File: src/rtl/distance_newton_ctrl.sv
// distance_newton_ctrl: floor(sqrt(dx^2+dy^2)) for two unsigned 32-bit points,
// computed by integer Newton iteration over one shared restoring divider.
//
// Handshake: a request is taken when start=1 and the engine is idle at a rising
// edge. busy is high from the cycle after acceptance through the DONE cycle.
// res_valid pulses for exactly one cycle, and res/iters/converged are valid then.
// res/iters/converged are registered and keep their values while idle.
// A start seen while busy is dropped, not queued.
module distance_newton_ctrl #(
   parameter int MAX_ITER = 16
) (
   input  logic        clk,
   input  logic        rst_n,
   input  logic        start,
   input  logic [31:0] x1,
   input  logic [31:0] y1,
   input  logic [31:0] x2,
   input  logic [31:0] y2,
   output logic        busy,
   output logic        res_valid,
   output logic [31:0] res,
   output logic [7:0]  iters,
   output logic        converged
);

   typedef enum logic [2:0] {
      S_IDLE = 3'd0,
      S_PREP = 3'd1,
      S_DIV  = 3'd2,
      S_UPD  = 3'd3,
      S_DONE = 3'd4
   } state_t;

   localparam logic [7:0] MAX_ITER_C = 8'(MAX_ITER);

   state_t      state;
   state_t      state_nxt;

   logic [31:0] ax, ay, bx, by;  // latched operands
   logic [31:0] sq;              // dividend, reused on every iteration
   logic [31:0] cur;             // current Newton estimate (never 0 in DIV)
   logic [31:0] dvd;             // dividend shift register
   logic [31:0] rem;             // partial remainder, always < cur
   logic [31:0] q;               // quotient being assembled MSB first
   logic [4:0]  bit_cnt;         // divider step counter 31..0
   logic [7:0]  iter_cnt;        // completed non-converging updates

   logic [31:0] dx, dy, sq_c, cur_init, diff, nxt;
   logic [32:0] manh, trial;
   logic        trial_ge;
   logic [7:0]  cnt_inc;

   // Datapath arithmetic shared by the PREP, DIV and UPD states.
   always_comb begin
      dx       = (ax >= bx) ? (ax - bx) : (bx - ax);
      dy       = (ay >= by) ? (ay - by) : (by - ay);
      sq_c     = dx * dx + dy * dy;
      manh     = {1'b0, dx} + {1'b0, dy};
      cur_init = (manh > 33'h0_0001_0000) ? 32'h0001_0000 : manh[31:0];
      trial    = {rem, dvd[31]};
      trial_ge = (trial >= {1'b0, cur});
      // Only used when trial >= cur, so the result is below cur and fits in 32 bits.
      diff     = trial[31:0] - cur;
      // floor((cur+q)/2) without a 33-bit sum: halve each term, add the carried LSB pair.
      nxt      = {1'b0, cur[31:1]} + {1'b0, q[31:1]} + {31'd0, cur[0] & q[0]};
      cnt_inc  = iter_cnt + 8'd1;
   end

   // State register.
   always_ff @(posedge clk) begin
      if (!rst_n) state <= S_IDLE;
      else        state <= state_nxt;
   end

   // Next-state decode.
   always_comb begin
      state_nxt = state;
      case (state)
         S_IDLE: if (start) state_nxt = S_PREP;
         S_PREP: state_nxt = (sq_c == 32'd0) ? S_DONE : S_DIV;
         S_DIV:  if (bit_cnt == 5'd0) state_nxt = S_UPD;
         S_UPD: begin
            if (nxt >= cur)                 state_nxt = S_DONE;
            else if (cnt_inc == MAX_ITER_C) state_nxt = S_DONE;
            else                            state_nxt = S_DIV;
         end
         S_DONE: state_nxt = S_IDLE;
         default: state_nxt = S_IDLE;
      endcase
   end

   // Operand latch, divider, Newton update and result registers.
   always_ff @(posedge clk) begin
      if (!rst_n) begin
         ax <= '0; ay <= '0; bx <= '0; by <= '0;
         sq <= '0; cur <= '0; dvd <= '0; rem <= '0; q <= '0;
         bit_cnt <= '0; iter_cnt <= '0;
         res <= '0; iters <= '0; converged <= 1'b0;
      end else begin
         case (state)
            S_IDLE: begin
               if (start) begin
                  ax <= x1; ay <= y1; bx <= x2; by <= y2;
               end
            end
            S_PREP: begin
               sq       <= sq_c;
               cur      <= cur_init;
               iter_cnt <= '0;
               dvd      <= sq_c;
               rem      <= '0;
               q        <= '0;
               bit_cnt  <= 5'd31;
               if (sq_c == 32'd0) begin
                  res       <= '0;
                  iters     <= '0;
                  converged <= 1'b1;
               end
            end
            S_DIV: begin
               rem     <= trial_ge ? diff : trial[31:0];
               q       <= {q[30:0], trial_ge};
               dvd     <= {dvd[30:0], 1'b0};
               bit_cnt <= bit_cnt - 5'd1;
            end
            S_UPD: begin
               if (nxt >= cur) begin
                  res       <= cur;
                  iters     <= cnt_inc;
                  converged <= 1'b1;
               end else begin
                  cur      <= nxt;
                  iter_cnt <= cnt_inc;
                  if (cnt_inc == MAX_ITER_C) begin
                     res       <= nxt;
                     iters     <= cnt_inc;
                     converged <= 1'b0;
                  end else begin
                     dvd     <= sq;
                     rem     <= '0;
                     q       <= '0;
                     bit_cnt <= 5'd31;
                  end
               end
            end
            default: ;
         endcase
      end
   end

   // Handshake outputs decode straight from the state register.
   assign busy      = (state != S_IDLE);
   assign res_valid = (state == S_DONE);

endmodule

File: config.mk
export PLATFORM = sky130hd
export DESIGN_NAME = distance_newton_ctrl
export DESIGN_NICKNAME = d
export VERILOG_FILES = /design/src/rtl/distance_newton_ctrl.sv
export SDC_FILE = /design/constraint.sdc
export NUM_CORES = 2
export LEC_CHECK = 0
export CAP_MARGIN = 20
export CORE_MARGIN = 2
export CORE_UTILIZATION = 40
export CTS_CLUSTER_DIAMETER = 30
export DETAILED_ROUTE_END_ITERATION = 16
export PLACE_DENSITY_LB_ADDON = 0.08
export SLEW_MARGIN = 5
export SYNTH_ARGS = -nofsm -noshare
export SYNTH_HDL_FRONTEND = slang
export SYNTH_SLANG_ARGS = --single-unit
File: constraint.sdc
create_clock -name clk -period 19.25 [get_ports clk]
set_input_delay 4.8125 -clock clk [delete_from_list [all_inputs] [get_ports clk]]
set_output_delay 4.8125 -clock clk [all_outputs]
set_load 0.05 [all_outputs]
Yosys cells after proc, flatten, opt, wreduce, memory -nomap -nowiden
Cells that the tools add are included.
- equality and inequality tests: 11
- $add $sub $neg: 11
- reductions and logical operators: 11
- bitwise gates (word level): 1
- multiplexer cells: 36
- magnitude comparators: 5
- multiply operators: 2
- div/mod/pow operators: 0
- shift-type cells: 0
- operator list (kind ; number):
    two-way mux 32 bit ; 12
    case mux 32 bit (3 select lines) ; 3
    subtractor 32 bit ; 5
    case mux 32 bit (2 select lines) ; 2
    greater-or-equal comparator 32 bit ; 3
    multiplier 32 x 32 -> 32 bit ; 2
    adder 32 x 32 -> 33 bit ; 1
    greater-or-equal comparator 33 x 32 -> 1 bit ; 1
    > comparator 33 x 17 -> 1 bit, second input constant ; 1
    adder 31 x 31 -> 32 bit ; 1
    adder 32 x 1 -> 32 bit ; 1
    adder 32 bit ; 1
    zero test 32 bit ; 1
    two-way mux 8 bit ; 4
    case mux 8 bit (2 select lines) ; 2
    two-way mux 3 bit ; 5
    case mux 5 bit (3 select lines) ; 1
    case mux 3 bit (4 select lines) ; 1
    two-way mux 5 bit ; 2
    inequality test 2 bit, second input constant ; 5
    adder 8 x 1 -> 8 bit, second input constant ; 1
    == test 8 x 5 -> 1 bit, second input constant ; 1
    == test 3 x 2 -> 1 bit, second input constant ; 2
    AND reduction 2 bit ; 3
    other kinds (12) ; 16
- bits in latches: 0
- output and inout bits: 43
- logic and storage cells: 92
- flip-flop bits (word level): 345
- ROM bits: 0
- bits of input ports: 131
- bits in writable memories: 0
- memories: 0

Logic depth before layout (Yosys ltp)
- word-level depth: 7
- mapped depth: 54
- depth with buffers taken out: 49

Least setup slack after synthesis
No wires, ideal clock.
- path type: register -> register
- start point: register ax[19]
- end point: register res[16]
- data required time: 19118 ps
- arrival: 11474 ps
- library setup time: 132 ps
- stages on the path, launching flop included: 49
- path slack: 7644 ps
- period minus slack after synthesis: 11606 ps
- buffers on the path: 7
- cells stage by stage: dfxtp_1 inv_1 ha_1 clkbuf_1 a21oi_1 o21ai_0 a21oi_1 o21ai_0 a221o_1 a41o_1 buf_2 buf_2 buf_2 a211oi_1 a31oi_1 xor2_1 clkinv_1 nor2_1 [... 13 more ...] fa_1 inv_1 fa_1 ha_1 clkbuf_1 a21oi_1 o21ai_1 a211oi_1 nor2_1 a2111o_1 a21o_1 a211oi_1 nand4b_1 or4_4 buf_6 buf_6 nand3_1 a21oi_1
- cells in the longest elaborated chain, start to end: 7
- elaborated cells on any way between the ends: 9
- those cells by class: 3 x add/sub; 1 x mul; 1 x order compare; 1 x eq/ne; 1 x mux; 2 x reduce/logical
- ends and longest elaborated chain (what ; line ; source):
    start, declared ; 39 ; logic [31:0] ax, ay, bx, by;
    start signal, assigned ; 95 ; ax <= '0; ay <= '0; bx <= '0; by <= '0;
    start signal, assigned ; 103 ; ax <= x1; ay <= y1; bx <= x2; by <= y2;
    subtractor 32 bit or greater-or-equal comparator 32 bit (tied branches) ; 55 ; dx = (ax >= bx) ? (ax - bx) : (bx - ax);
    two-way mux 32 bit (*) ; 55 ;
    multiplier 32 x 32 -> 32 bit (*) ; 57 ; sq_c = dx * dx + dy * dy;
    adder 32 bit (*) ; 57 ;
    zero test 32 bit (*) ; 114 ; if (sq_c == 32'd0) begin
    inequality test 2 bit (no source line) (*) ; n/a ;
    AND reduction 3 bit (no source line) (*) ; n/a ;
    end signal, assigned ; 128 ; res <= cur;
    end signal, assigned ; 135 ; res <= nxt;
    end, declared ; 21 ; output logic [31:0] res,
Mark *: on every way between the ends. The rest lies on a longest branch, timed or not.
A chain may end at the register's enable or synchronous reset.

Worst setup path in the final report
- start point: register ay[25]
- end point: register iters[1]
- cells in the longest elaborated chain, start to end: 7
- elaborated cells on any way between the ends: 9
- those cells by class: 3 x add/sub; 1 x mul; 1 x order compare; 1 x eq/ne; 1 x mux; 2 x reduce/logical
- ends and longest elaborated chain (what ; line ; source):
    start, declared ; 39 ;
    start signal, assigned ; 95 ;
    start signal, assigned ; 103 ;
    subtractor 32 bit or greater-or-equal comparator 32 bit (tied branches) ; 56 ; dy = (ay >= by) ? (ay - by) : (by - ay);
    two-way mux 32 bit (*) ; 56 ;
    multiplier 32 x 32 -> 32 bit (*) ; 57 ;
    adder 32 bit (*) ; 57 ;
    zero test 32 bit (*) ; 114 ;
    inequality test 2 bit (no source line) (*) ; n/a ;
    AND reduction 3 bit (no source line) (*) ; n/a ;
    end signal, assigned ; 129 ; iters <= cnt_inc;
    end signal, assigned ; 136 ; iters <= cnt_inc;
    end, declared ; 22 ; output logic [7:0] iters,
Marked as above.

==> summary.md <==
| Metric | Value |
|---|---|
| Die area | `136000 um2` |
| Number of global-route vias before repair | `46400` |
| Max Freq | `72.5 MHz` |
| Status | `finished clean` |
| DRT iter0 DRCs | `2744` |
| Worst r2r src | `ay[25]$_SDFFE_PN0P_` |
| Syn nets | `7946` |
| Final Setup Violations | `0` |
| DP HPWL | `138000 um` |
| IO Count | `174` |
| CP arrival | `14.38 ns` |
| Crit path from | `ay[25]$_SDFFE_PN0P_` |
| Maximum buffer depth of the clock tree | `3` |
| CTS tree | `done` |
| Worst r2r path cells | `45` |
| Via density | `5.25` |
| CP endpoint kind | `flop` |
| Mean Syn Cell Area | `8.20 um2` |
| Post-CTS Setup Bufs | `0` |
| Row Count | `134` |
| Slowest cell on crit path | `o41ai_1` |
| Core Area | `133000 um2` |
| Routability cong. | `0.906` |
| Post-synthesis register bit count | `345` |
| Cells after synthesis | `6514` |
| Top_reg_cell synth | `dfxtp_1` |
| Fin cells | `8435` |
| Final Skew | `0.0722 ns` |
| Fin. Hold Viols | `0` |
| WL final | `171000 um` |
| Share of layout cells above drive strength 1 | `5.23%` |
| Antenna violations before repair | `3` |
| Post-synth ARST share | `0%` |
| Synthesis-to-finish area growth | `13.6%` |
| Post-Synthesis Cell Area | `53400 um2` |
| TNS Setup | `0 ns` |
| EDFF count, synth | `0` |
| Max-slew violation count | `0` |
| FILL cells | `13400` |
| N_diodes | `0` |
| Slew @ Worst Pin | `1.17 ns` |
| Type of origin of the critical path | `flop` |
| Total track usage | `25.5%` |
| PortBufs | `173` |
| TritonCTS Buffers | `92` |
| # clock sinks | `345` |
| Post-route ant nets | `0` |
| Final period demand of the worst path | `13.79 ns` |
| Initial Util | `40.2%` |
| Detailed Routing Iterations Pass 1 | `6` |
| Critical path destination | `iters[1]$_SDFFE_PN0P_` |
| WHS | `0.450 ns` |
| Overall via count from detail_route | `44300` |
| Die X | `369 um` |
| Placed cells | `8264` |
| CP max stage delay | `0.64 ns` |
| First-pass GRT wire length | `268000 um` |
| H-tree levels | `3` |
| Final routed DRC violation total | `0` |
| Critical Path Fanout Max | `32` |
| CTS clk-pin slew, worst paths | `0.05 ns` |
| # hold bufs at CTS | `0` |
| Grt ovf | `0` |
| Clock root buffer | `clkbuf_16` |
| Largest net degree at the start of global routing | `173` |
| Nets | `8022` |
| Maxcap violations | `0` |
| Crit path kind | `flop to flop` |
| Drt wl/cell | `20.3 um` |
| RSZ-0062 raised after global routing | `false` |
| RR Endpoint | `iters[1]$_SDFFE_PN0P_` |
| Worst rel slew slack | `22.2%` |
| DIE HEIGHT | `369 um` |
| Seq/Total Area, Yosys | `12.9%` |
| Synth Warn # | `0` |
| Fin crit share | `71.6%` |
| CP required | `19.84 ns` |
| Reg-to-reg slack, setup | `5.46 ns` |
| Post-CTS sizing | `0` |
| Final core occ | `45.6%` |
| Insertion delay to the later sink of the worst-skew pair | `0.72 ns` |
| Number of distinct library cells after synthesis | `83` |
| Hold WC Path Type | `flop to flop` |
| Crit-path most repeated cell | `fa_1` |
Yosys cell counts, types with 41 or more instances:
library cell / instances / share of area (%)
xor2_1: 56 / 0.92
a21o_1: 129 / 1.8
o21ai_0: 190 / 1.8
fa_1: 798 / 30
nor3_1: 60 / 0.56
nor2b_1: 42 / 0.49
nor2_1: 550 / 3.9
clkbuf_1: 227 / 1.6
dfxtp_1: 345 / 13
a211oi_1: 60 / 0.84
ha_1: 503 / 12
a21oi_1: 496 / 4.6
mux2i_1: 89 / 1.7
inv_1: 1264 / 8.9
nand2b_1: 46 / 0.54
o21a_1: 41 / 0.58
nand3_1: 111 / 1.0
nand2_1: 729 / 5.1
xnor2_1: 143 / 2.3
o211ai_1: 51 / 0.72
cells by family (layout without fill, tap and decap cells):
group	Yosys count	count (layout)	synth area share [%]
AO/OA/AOI/OAI	1288	1288	15.1
XOR/XNOR	201	201	3.32
adder cells (fa/ha/maj)	1301	1301	41.7
buffers and inverters	1552	1705	11.0
flip-flops	345	345	12.9
multiplexers	103	103	1.96
AND/OR/NAND/NOR	1724	1724	14.0
layout make-up:
class                      count  area [um2]  area share [%]
clock inverter                66        1050            1.74
tap                         1768        2210            3.65
timing repair buffer         255        2380            3.92
clock buffer                 105        2450            4.04
multi-input combinational   4617       40800            67.3
inverter                    1279        4810            7.93
sequential                   345        6910            11.4
how the worst min path moves through the flow:
stage / startpoint / endpoint / slack [ns] / cells after the start
2_1_floorplan: dvd[14]$_SDFFE_PN0P_ / dvd[14]$_SDFFE_PN0P_ / 0.43 / 2
3_3_place_gp: dvd[7]$_SDFFE_PN0P_ / dvd[7]$_SDFFE_PN0P_ / 0.44 / 2
3_5_place_dp: dvd[14]$_SDFFE_PN0P_ / dvd[14]$_SDFFE_PN0P_ / 0.45 / 2
4_1_cts: dvd[14]$_SDFFE_PN0P_ / dvd[14]$_SDFFE_PN0P_ / 0.45 / 2
5_1_grt: sq[22]$_SDFFE_PN0N_ / sq[22]$_SDFFE_PN0N_ / 0.47 / 2
6_report: sq[11]$_SDFFE_PN0N_ / sq[11]$_SDFFE_PN0N_ / 0.45 / 2
flip-flops by register name, indices dropped and copies added, names as in the netlist, 5 cells and up:
name,count
dvd,32
q,32
ay,32
rem,32
ax,32
iter_cnt,8
by,32
bit_cnt,5
cur,32
sq,32
res,32
bx,32
iters,8
per-layer routing:
metal | wire [um] | GRT usage (%)
met4 | 5270 | 8.08
met5 | 0 | 0
met3 | 7400 | 2.94
met1 | 75600 | 33.7
met2 | 83100 | 43.5
placed cells by master (no fill, tap or decap), types with 20 or more instances in the layout:
cell             instances
o21ai_1                 32
o21bai_1                36
o211ai_1                51
nand3_1                110
bufinv_16               20
nor2_1                 546
dfxtp_1                344
buf_4                   80
xor2_1                  52
a22oi_1                 35
a211oi_1                60
nand2b_1                46
a31oi_1                 21
a21o_1                 129
and2_1                  21
nand2_1                729
or2_2                   27
xnor2_1                133
nor3_1                  58
clkdlybuf4s50_1        173
o21ai_0                190
a21oi_1                495
ha_1                   503
nand4_1                 36
or3_1                   25
nor2b_1                 42
clkbuf_16               93
inv_1                 1263
o21a_1                  41
mux2i_1                 89
fa_1                   798
worst max-delay path: cells and delay by family, from the launching register on:
family          cells  cell delay, ns
xor+xnor            1            0.18
mux                 1            0.20
buf+inv            13            2.18
compound gates      8            2.48
flops               1            0.34
simple gates       10            2.62
fa+ha+maj          12            5.64
through the flow:
| stage | setup slack, ns | instance area [um2] |
|---|---|---|
| final | 5.46 | 60700 |
| after global routing | 4.68 | 60700 |
| after CTS | 5.45 | 60700 |
| after detailed placement | 5.45 | 57200 |
| after global placement | 5.30 | 57100 |
| after floorplan | 7.64 | 53400 |
Power is left out: the tool's default activity adds up to more than one toggle a clock period on the data nets, which glitch-free logic cannot reach.
